<file path="config.mk">
export PLATFORM = sky130hd
export DESIGN_NAME = dw01_satrnd_expand_flat
export DESIGN_NICKNAME = d
export VERILOG_FILES = /design/src/rtl/dw01_satrnd_pkg.sv /design/src/rtl/dw01_satrnd_expand_if.sv /design/src/rtl/dw01_skid_buf.sv /design/src/rtl/dw01_satrnd_expand.sv /design/src/flat_wrapper.sv
export SDC_FILE = /design/constraint.sdc
export NUM_CORES = 1
export LEC_CHECK = 0
export ABC_AREA = 1
export BUFFER_PORTS_ARGS = -buffer_cell sky130_fd_sc_hd__buf_2
export CAP_MARGIN = 25
export CORE_UTILIZATION = 39
export CTS_CLUSTER_SIZE = 14
export DETAILED_ROUTE_END_ITERATION = 8
export PLACE_DENSITY = 0.63
export SLEW_MARGIN = 0
export SYNTH_ARGS = -nofsm -noshare
export SYNTH_HDL_FRONTEND = slang
export SYNTH_HIERARCHICAL = 1
export SYNTH_SLANG_ARGS = --single-unit
</file>
<file path="constraint.sdc">
create_clock -name clk -period 2.1 [get_ports clk]
set_clock_uncertainty 0.1 [all_clocks]
set_input_delay 0.21 -clock clk [delete_from_list [all_inputs] [get_ports clk]]
set_output_delay 0.21 -clock clk [all_outputs]
set_load 0.1 [all_outputs]
</file>
<file path="src/rtl/dw01_satrnd_pkg.sv">
// Shared helpers for the saturate/round re-expander: field sizing and
// reconstruction of a narrow word back onto the full-scale bit grid.
package dw01_satrnd_pkg;

    // Widest full-scale word the expand helper can build; callers truncate.
    localparam int unsigned MAX_W = 64;

    // Number of bits in the narrow field [msb:lsb].
    function automatic int unsigned nbits(input int unsigned msb, input int unsigned lsb);
        return msb - lsb + 1;
    endfunction

    // Place the narrow field at [msb:lsb], extend above msb (sign or zero),
    // and optionally set bit lsb-1 to centre the truncation bias.
    function automatic logic [MAX_W-1:0] expand(
        input logic [MAX_W-1:0] data,
        input int unsigned      msb,
        input int unsigned      lsb,
        input logic             tc,
        input logic             fill_half
    );
        logic [MAX_W-1:0] field;
        logic [MAX_W-1:0] result;
        logic             sign;
        int unsigned      n;
        n      = msb - lsb + 1;
        field  = data & ((MAX_W'(1) << n) - MAX_W'(1));
        sign   = |(field & (MAX_W'(1) << (n - 1)));
        result = field << lsb;
        if (tc && sign) begin
            result = result | ~((MAX_W'(1) << (msb + 1)) - MAX_W'(1));
        end
        if (fill_half && (lsb != 0)) begin
            result = result | (MAX_W'(1) << (lsb - 1));
        end
        return result;
    endfunction

endpackage

</file>
<file path="src/rtl/dw01_satrnd_expand_if.sv">
// Stream, control and status signals of the re-expander.
interface dw01_satrnd_expand_if
    import dw01_satrnd_pkg::*;
#(
    parameter int unsigned width     = 8,
    parameter int unsigned msb_out   = 7,
    parameter int unsigned lsb_out   = 1,
    parameter int unsigned cnt_width = 16
);
    localparam int unsigned NW = nbits(msb_out, lsb_out);

    logic                 s_valid;
    logic                 s_ready;
    logic [NW-1:0]        s_data;
    logic                 s_ov;
    logic                 s_tc;
    logic                 fill_half;
    logic                 m_valid;
    logic                 m_ready;
    logic [width-1:0]     m_data;
    logic                 m_ov;
    logic                 clr_cnt;
    logic [cnt_width-1:0] ov_count;
    logic                 ov_sticky;

    modport master (
        output s_valid, s_data, s_ov, s_tc, fill_half, m_ready, clr_cnt,
        input  s_ready, m_valid, m_data, m_ov, ov_count, ov_sticky
    );

    modport slave (
        input  s_valid, s_data, s_ov, s_tc, fill_half, m_ready, clr_cnt,
        output s_ready, m_valid, m_data, m_ov, ov_count, ov_sticky
    );

endinterface

</file>
<file path="src/rtl/dw01_skid_buf.sv">
// Generic 2-entry valid/ready skid: output register O plus skid register K.
// in_ready is a flop (never a combinational path from out_ready).
module dw01_skid_buf #(
    parameter int unsigned DW = 8
) (
    input  logic          clk,
    input  logic          rst_n,
    input  logic          in_valid,
    output logic          in_ready,
    input  logic [DW-1:0] in_data,
    output logic          out_valid,
    input  logic          out_ready,
    output logic [DW-1:0] out_data
);

    logic          o_valid_q, o_valid_d;
    logic [DW-1:0] o_data_q,  o_data_d;
    logic          k_full_q,  k_full_d;
    logic [DW-1:0] k_data_q,  k_data_d;
    logic          in_ready_q, in_ready_d;
    logic          accept_c;
    logic          o_free_c;

    // Next-state: refill O from K first, otherwise from the input; park in K when O is held.
    always_comb begin
        o_valid_d  = o_valid_q;
        o_data_d   = o_data_q;
        k_full_d   = k_full_q;
        k_data_d   = k_data_q;
        accept_c   = in_valid & in_ready_q;
        o_free_c   = ~o_valid_q | out_ready;
        if (o_free_c) begin
            if (k_full_q) begin
                o_data_d  = k_data_q;
                o_valid_d = 1'b1;
                k_full_d  = 1'b0;
            end else if (accept_c) begin
                o_data_d  = in_data;
                o_valid_d = 1'b1;
            end else begin
                o_valid_d = 1'b0;
            end
        end else if (accept_c) begin
            k_data_d = in_data;
            k_full_d = 1'b1;
        end
        in_ready_d = ~k_full_d;
    end

    // State registers; reset discards both entries.
    always_ff @(posedge clk or negedge rst_n) begin
        if (!rst_n) begin
            o_valid_q  <= 1'b0;
            o_data_q   <= '0;
            k_full_q   <= 1'b0;
            k_data_q   <= '0;
            in_ready_q <= 1'b1;
        end else begin
            o_valid_q  <= o_valid_d;
            o_data_q   <= o_data_d;
            k_full_q   <= k_full_d;
            k_data_q   <= k_data_d;
            in_ready_q <= in_ready_d;
        end
    end

    assign in_ready  = in_ready_q;
    assign out_valid = o_valid_q;
    assign out_data  = o_data_q;

endmodule

</file>
<file path="src/rtl/dw01_satrnd_expand.sv">
// Re-expands narrow saturate/round words to full scale through a skid
// pipeline, and tracks accepted overflow words in a saturating counter.
module dw01_satrnd_expand
    import dw01_satrnd_pkg::*;
#(
    parameter int unsigned width     = 8,
    parameter int unsigned msb_out   = 7,
    parameter int unsigned lsb_out   = 1,
    parameter int unsigned cnt_width = 16
) (
    input  logic                   clk,
    input  logic                   rst_n,
    dw01_satrnd_expand_if.slave    bus
);

    localparam int unsigned NW = nbits(msb_out, lsb_out);
    localparam int unsigned PW = width + 1;
    localparam logic [cnt_width-1:0] CNT_MAX = '1;

    logic                 accept_c;
    logic                 ov_accept_c;
    logic [width-1:0]     exp_data_c;
    logic [PW-1:0]        in_payload_c;
    logic [PW-1:0]        out_payload;
    logic [cnt_width-1:0] ov_count_q, ov_count_d;
    logic                 ov_sticky_q, ov_sticky_d;

    assign accept_c    = bus.s_valid & bus.s_ready;
    assign ov_accept_c = accept_c & bus.s_ov;

    // Reconstruction happens at accept so tc/fill_half are captured with the word.
    assign exp_data_c   = width'(expand(MAX_W'(bus.s_data), msb_out, lsb_out,
                                        bus.s_tc, bus.fill_half));
    assign in_payload_c = {bus.s_ov, exp_data_c};

    dw01_skid_buf #(
        .DW (PW)
    ) u_skid (
        .clk       (clk),
        .rst_n     (rst_n),
        .in_valid  (bus.s_valid),
        .in_ready  (bus.s_ready),
        .in_data   (in_payload_c),
        .out_valid (bus.m_valid),
        .out_ready (bus.m_ready),
        .out_data  (out_payload)
    );

    assign bus.m_ov   = out_payload[width];
    assign bus.m_data = out_payload[width-1:0];

    // Counter next-state: clear wins over history, but a same-cycle overflow word still counts.
    always_comb begin
        ov_count_d  = ov_count_q;
        ov_sticky_d = ov_sticky_q;
        if (bus.clr_cnt) begin
            ov_count_d  = ov_accept_c ? cnt_width'(1) : '0;
            ov_sticky_d = ov_accept_c;
        end else if (ov_accept_c) begin
            ov_sticky_d = 1'b1;
            if (ov_count_q != CNT_MAX) begin
                ov_count_d = ov_count_q + cnt_width'(1);
            end
        end
    end

    // Counter and sticky registers.
    always_ff @(posedge clk or negedge rst_n) begin
        if (!rst_n) begin
            ov_count_q  <= '0;
            ov_sticky_q <= 1'b0;
        end else begin
            ov_count_q  <= ov_count_d;
            ov_sticky_q <= ov_sticky_d;
        end
    end

    assign bus.ov_count  = ov_count_q;
    assign bus.ov_sticky = ov_sticky_q;

endmodule

</file>
<file path="src/flat_wrapper.sv">
// flat-port wrapper written by rule: the top's interface ports become plain ports
module dw01_satrnd_expand_flat import dw01_satrnd_pkg::*;
#(
    parameter int unsigned width     = 8,
    parameter int unsigned msb_out   = 7,
    parameter int unsigned lsb_out   = 1,
    parameter int unsigned cnt_width = 16
)
  (clk, rst_n, bus_s_valid, bus_s_data, bus_s_ov, bus_s_tc, bus_fill_half, bus_m_ready, bus_clr_cnt, bus_s_ready, bus_m_valid, bus_m_data, bus_m_ov, bus_ov_count, bus_ov_sticky);
  dw01_satrnd_expand_if #(.width(width), .msb_out(msb_out), .lsb_out(lsb_out), .cnt_width(cnt_width)) bus_i ();
  input  logic clk;
  input  logic rst_n;
  input wire logic [$bits(bus_i.s_valid)-1:0] bus_s_valid;
  input wire logic [$bits(bus_i.s_data)-1:0] bus_s_data;
  input wire logic [$bits(bus_i.s_ov)-1:0] bus_s_ov;
  input wire logic [$bits(bus_i.s_tc)-1:0] bus_s_tc;
  input wire logic [$bits(bus_i.fill_half)-1:0] bus_fill_half;
  input wire logic [$bits(bus_i.m_ready)-1:0] bus_m_ready;
  input wire logic [$bits(bus_i.clr_cnt)-1:0] bus_clr_cnt;
  output wire logic [$bits(bus_i.s_ready)-1:0] bus_s_ready;
  output wire logic [$bits(bus_i.m_valid)-1:0] bus_m_valid;
  output wire logic [$bits(bus_i.m_data)-1:0] bus_m_data;
  output wire logic [$bits(bus_i.m_ov)-1:0] bus_m_ov;
  output wire logic [$bits(bus_i.ov_count)-1:0] bus_ov_count;
  output wire logic [$bits(bus_i.ov_sticky)-1:0] bus_ov_sticky;
  assign bus_i.s_valid = bus_s_valid;
  assign bus_i.s_data = bus_s_data;
  assign bus_i.s_ov = bus_s_ov;
  assign bus_i.s_tc = bus_s_tc;
  assign bus_i.fill_half = bus_fill_half;
  assign bus_i.m_ready = bus_m_ready;
  assign bus_i.clr_cnt = bus_clr_cnt;
  assign bus_s_ready = bus_i.s_ready;
  assign bus_m_valid = bus_i.m_valid;
  assign bus_m_data = bus_i.m_data;
  assign bus_m_ov = bus_i.m_ov;
  assign bus_ov_count = bus_i.ov_count;
  assign bus_ov_sticky = bus_i.ov_sticky;
  dw01_satrnd_expand #(.width(width), .msb_out(msb_out), .lsb_out(lsb_out), .cnt_width(cnt_width)) u_core (.clk(clk), .rst_n(rst_n), .bus(bus_i));
endmodule
</file>
* Word-level counts from Yosys, hierarchy flattened
Index checks and enable logic that the tools add are counted.
Cells by class: multiplexer cells 13, div/mod/pow operators 0, bitwise logic cells 6, add/subtract/negate cells 1, $mul 0, order comparisons 0, shift operators 0, eq/ne operators 1, reductions and logical operators 6
Operator list (number):
- $mux 16 | 3
- $mux 9 | 2
- $add 16x1->16 const B | 1
- $ne 16x16->1 const B | 1
- $mux 1 | 8
- $reduce_and 2->1 | 3
- $reduce_bool 2->1 | 3
- $not 1->1 | 3
- $and 1x1->1 | 2
- $or 1x1->1 | 1
Word-level totals: bits in read-only memories 0, bits in latches 0, logic and storage cells 34, output and inout port bits 28, register bits after elaboration 38, memories 0, memory bits (writable) 0

* Longest topological paths before layout
depth after elaboration 4, gate-level depth with buffers 10

* Cells and area by module
Netlist, hierarchy kept.
Modules (own cells, without submodules):
- dw01_satrnd_expand | area an instance 1091.0 µm², instances 1, seq. area each 425.4 µm², cells each 150
- dw01_skid_buf | area an instance 985.9 µm², instances 1, seq. area each 526.8 µm², cells each 116

* Worst setup path before layout
OpenSTA, ideal clock, no wires.
path kind register -> register, start point reg u_core.ov_count_q[1] (netlist: u_core/bus.ov_count[1]), end point reg u_core.ov_count_q[13] (netlist: u_core/bus.ov_count[13]), arrival time 2.179 ns, slack -0.253 ns, clock period less this slack 2.353 ns, stages on the path, launching flop included 11, data required time 1.926 ns, path through dfrtp_1 ha_1 nand2_2 nor2_4 nand2_2 nor2_4 nand2_4 nand2_8 buf_6 nand2_1 o21ai_2
On the way: word-level cells in the longest chain between the ends 4, elaborated cells on any way between the ends 7
RTL lines:
- from (decl) | line dw01_satrnd_expand.sv:25 | logic [cnt_width-1:0] ov_count_q, ov_count_d;
- from (signal assigned) | line dw01_satrnd_expand.sv:73 | ov_count_q <= ov_count_d;
- $add 16x1->16 | line dw01_satrnd_expand.sv:62 | ov_count_d = ov_count_q + cnt_width'(1);
- $mux 16 | line dw01_satrnd_expand.sv:61 | if (ov_count_q != CNT_MAX) begin
- $mux 16 | line dw01_satrnd_expand.sv:59 | end else if (ov_accept_c) begin
- $mux 16 | line dw01_satrnd_expand.sv:56 | if (bus.clr_cnt) begin
Parallel ways exist; a longest one is shown, timed or not. The select of a mux whose other input is x is not followed. A chain may end at the register's enable or synchronous reset.

* Worst setup path in the final report
start point reg u_core.ov_count_q[1] (netlist: u_core/bus.ov_count[1]), end point reg u_core.ov_count_q[15] (netlist: u_core/bus.ov_count[15])
Same word-level chain as after synthesis.

==> impl_metrics.tcl <==
set metrics [dict create \
    rsz0062_at_grt "no" \
    clkPwrFrac_pct 29.6 \
    run_status "finished, final reports clean" \
    hold_path_startpoint "bus_s_data[4]" \
    dieArea_um2 5621 \
    r2r_slack_ns 0.41 \
    synth.net_count 282 \
    finalCriticalPeriod_ns 1.693 \
    grt_usage_pct 18.66 \
    setup_viol 0 \
    grt_pass1_wl_um 7838 \
    setup.worst_path.start "u_core/bus.ov_count[1]" \
    critPathLaunchType "register" \
    synth_top_area_share_pct 44.58 \
    arrival_ns 1.78 \
    wl_per_cell_um 12.42 \
    critPathKind "register to register" \
    synth.most_common_cell "nand2_1" \
    fin_crit_sh_pct 80.64 \
    yosysSeqAreaShare_pct 45.84 \
    holdPathStages 3 \
    grt_pass1_vias 1646 \
    synth_seq_cells 38 \
    ys.flop_type "dfrtp_1" \
    start_util_pct 40.67 \
    grt-ovfl-total 0 \
    switching_power_mw 1.075 \
    slew_viol_final 0 \
    switching_share_pct 42.09 \
    drive_gt1_share_pct 27.48 \
    vias_per_cell 4.757 \
    coreArea_um2 5107 \
    max_freq_mhz 590.5 \
    cts_buffers 5 \
    finalSetupTns_ns 0 \
    die_w_um 74.98 \
    cts-htree-levels 2 \
    synth_edf_count 0 \
    min_delay_worst_endpoint "u_core/u_skid/k_data_q[5]" \
    syn_inst 266 \
    synth.distinct_cells 30 \
    yosys-top-cells-count "121 x nand2_1, 37 x dfrtp_1, 24 x nand3_1, 19 x nor2_1, 11 x inv_1" \
    r2r_cells 9 \
    timing.max_cap.violations 0 \
    drcViolationCount 0 \
    dp_hpwl_um 3339 \
    internal-power_mw 1.479 \
    ant_nets 0 \
    endpoint_kind "register" \
    place_congestion 0.8216 \
    rows 26 \
    syn_area_um2 2077 \
    cts.repair.resized 0 \
    hp-class "primary input to register" \
    seq_power_share_pct 36.9 \
    critPathRequiredTime_ns 2.18 \
    area_growth_pct 20.18 \
    ys_top_cells_by_area "dfrtp_1 45%, nand2_1 22%, nand3_1 5.8%" \
    power.total_mw 2.554 \
    grt_max_degree 22 \
    cts_tree "done" \
    cts_sinks 38 \
    synth_top_cell_by_area "dfrtp_1" \
    cts_max_path_buffers 2 \
    num_vias 1822 \
    die_h_um 74.98 \
    clkSlewWorstSetupHoldPaths_ns 0.08 \
    ys_warn_count 6 \
    routed_wirelength_um 4756 \
    irDropWorstVdd_uv 718.2 \
    nNetsFinal 328 \
    drt_pass1_iterations 4 \
    hold_viol 0 \
    clock_latency_ns 0.29 \
    tightest_slew_ns 0.4919 \
    root_buffer "clkbuf_8" \
    p_per_area_nw_per_um2 1023 \
    synth.avg_cell_area_um2 7.808 \
    port_buffers 41 \
    reg2reg_to "u_core/bus.ov_count[15]" \
    async_reset_ff_share_pct 100.0 \
    n_antenna_cell 0 \
    worstPathMaxFanout 8 \
    antenna_found_initial 0 \
    relSlewSlack_pct 67.43 \
    combPwrFrac_pct 33.5 \
    power_leakage_nw 1.248 \
    r2r_start "u_core/bus.ov_count[1]" \
    io_pins 43 \
    drt_iter0_drc 88 \
]
==> metrics by stage <==
step	cell area, µm²	hold slack [ns]	std cells	util [%]	setup slack [ns]
2_1_floorplan	2090	-0.1856	266	-	0.02040
3_3_place_gp	2349	0.09640	374	45.98	0.4566
3_5_place_dp	2349	0.1073	374	45.98	0.4198
4_1_cts	2496	0.01934	383	48.87	0.4056
5_1_grt	2496	0.04336	383	48.87	0.2692
6_report	2496	0.02880	383	48.87	0.4067
==> power groups by stage <==
stage	registers (mW)	logic (mW)	clock network [mW]
floorplan	1.43	0.226	0
global placement	0.954	0.851	0
detailed placement	0.956	0.858	0
CTS	0.944	0.862	0.781
global route	0.963	0.907	0.795
finish	0.943	0.856	0.755
==> critical path, cell delays in order (launching register included) <==
cell and delay, ns:
dfrtp_2 0.40, ha_1 0.19, nand2_2 0.08, nor2_4 0.17, nand2_2 0.13, nor2_4 0.15, o21bai_1 0.07, buf_4 0.17
nand3_1 0.08, nand2_1 0.05
==> what timing repair did <==
| action | CTS | global route |
|---|---|---|
| buffers inserted | 0 | 0 |
| endpoints found under the hold margin | 19 | 0 |
| hold buffers | 1 | 0 |
==> sequential cells by signal, indices dropped and copies added, names as in the netlist <==
name / count
u_core/u_skid/out_data: 9
u_core/bus.ov_count: 16
u_core/u_skid/out_valid: 1
u_core/u_skid/in_ready: 1
u_core/u_skid/k_data_q: 9
u_core/u_skid/k_full_q: 1
u_core/bus.ov_sticky: 1
==> per-layer routing <==
metal | vias to the layer above | track usage [%] | routed length (µm)
met2 | 51 | 30.13 | 2308
met4 | 0 | 7.338 | 76
li1 | 935 | - | -
met3 | 6 | 4.284 | 226
met1 | 830 | 24.30 | 2143
met5 | - | 0 | 0
==> kinds of logic (layout without fill, tap and decap cells) <==
kind of cell             after synthesis  after routing  synth area share (%)
AO/OA/AOI/OAI                         16             16                 5.362
AND/OR/NAND/NOR                      188            188                 41.20
buffers and inverters                 19             66                 5.301
flip-flops                            38             38                 45.84
adder cells (fa/ha/maj)                1              1                0.6023
XOR/XNOR                               4              4                 1.687
==> layout by cell type, fill, tap and decap left out <==
cell | netlist | layout
ha_1 | 1 | 1
nor2_2 | 1 | 1
nand4_1 | 4 | 4
dfrtp_1 | 37 | 27
nand2_1 | 121 | 121
nand2_4 | 4 | 4
buf_2 | 2 | 41
nor2_1 | 19 | 19
nand2_2 | 7 | 7
dfstp_2 | 1 | 1
o21bai_1 | 4 | 4
nand3_1 | 24 | 24
o21ai_1 | 7 | 7
inv_1 | 11 | 11
dlygate4sd3_1 | 0 | 1
bufinv_16 | 0 | 2
nor2_4 | 4 | 4
nand4_2 | 1 | 1
a21oi_4 | 1 | 1
xnor2_1 | 2 | 2
xor2_1 | 2 | 2
o211ai_1 | 1 | 1
inv_2 | 1 | 1
nor3b_1 | 1 | 1
buf_4 | 0 | 3
o21ai_2 | 2 | 2
inv_6 | 1 | 1
clkinv_4 | 0 | 1
nor3_1 | 1 | 1
nand2_8 | 1 | 1
dfrtp_2 | 0 | 10
clkbuf_8 | 0 | 5
a21oi_1 | 1 | 1
==> final cells by class <==
cell class                 instances  area [µm²]
clock buffer                       5       68.82
clock inverter                     3       68.82
fill                             512        2611
inverter                          13       53.80
multi-input combinational        209        1015
sequential                        38       964.7
tap                               70       87.58
timing repair buffer              45       237.7
==> worst max-delay path by stage <==
stage,end,slack (ns),cells after the start
finish,u_core/bus.ov_count[15],0.41,9
global route,u_core/bus.ov_count[12],0.27,8
CTS,u_core/bus.ov_count[15],0.41,9
global placement,u_core/bus.ov_count[15],0.46,9
detailed placement,u_core/bus.ov_count[11],0.42,9
floorplan,u_core/bus.ov_count[10],0.02,9
(Power assumes the default switching activity.)
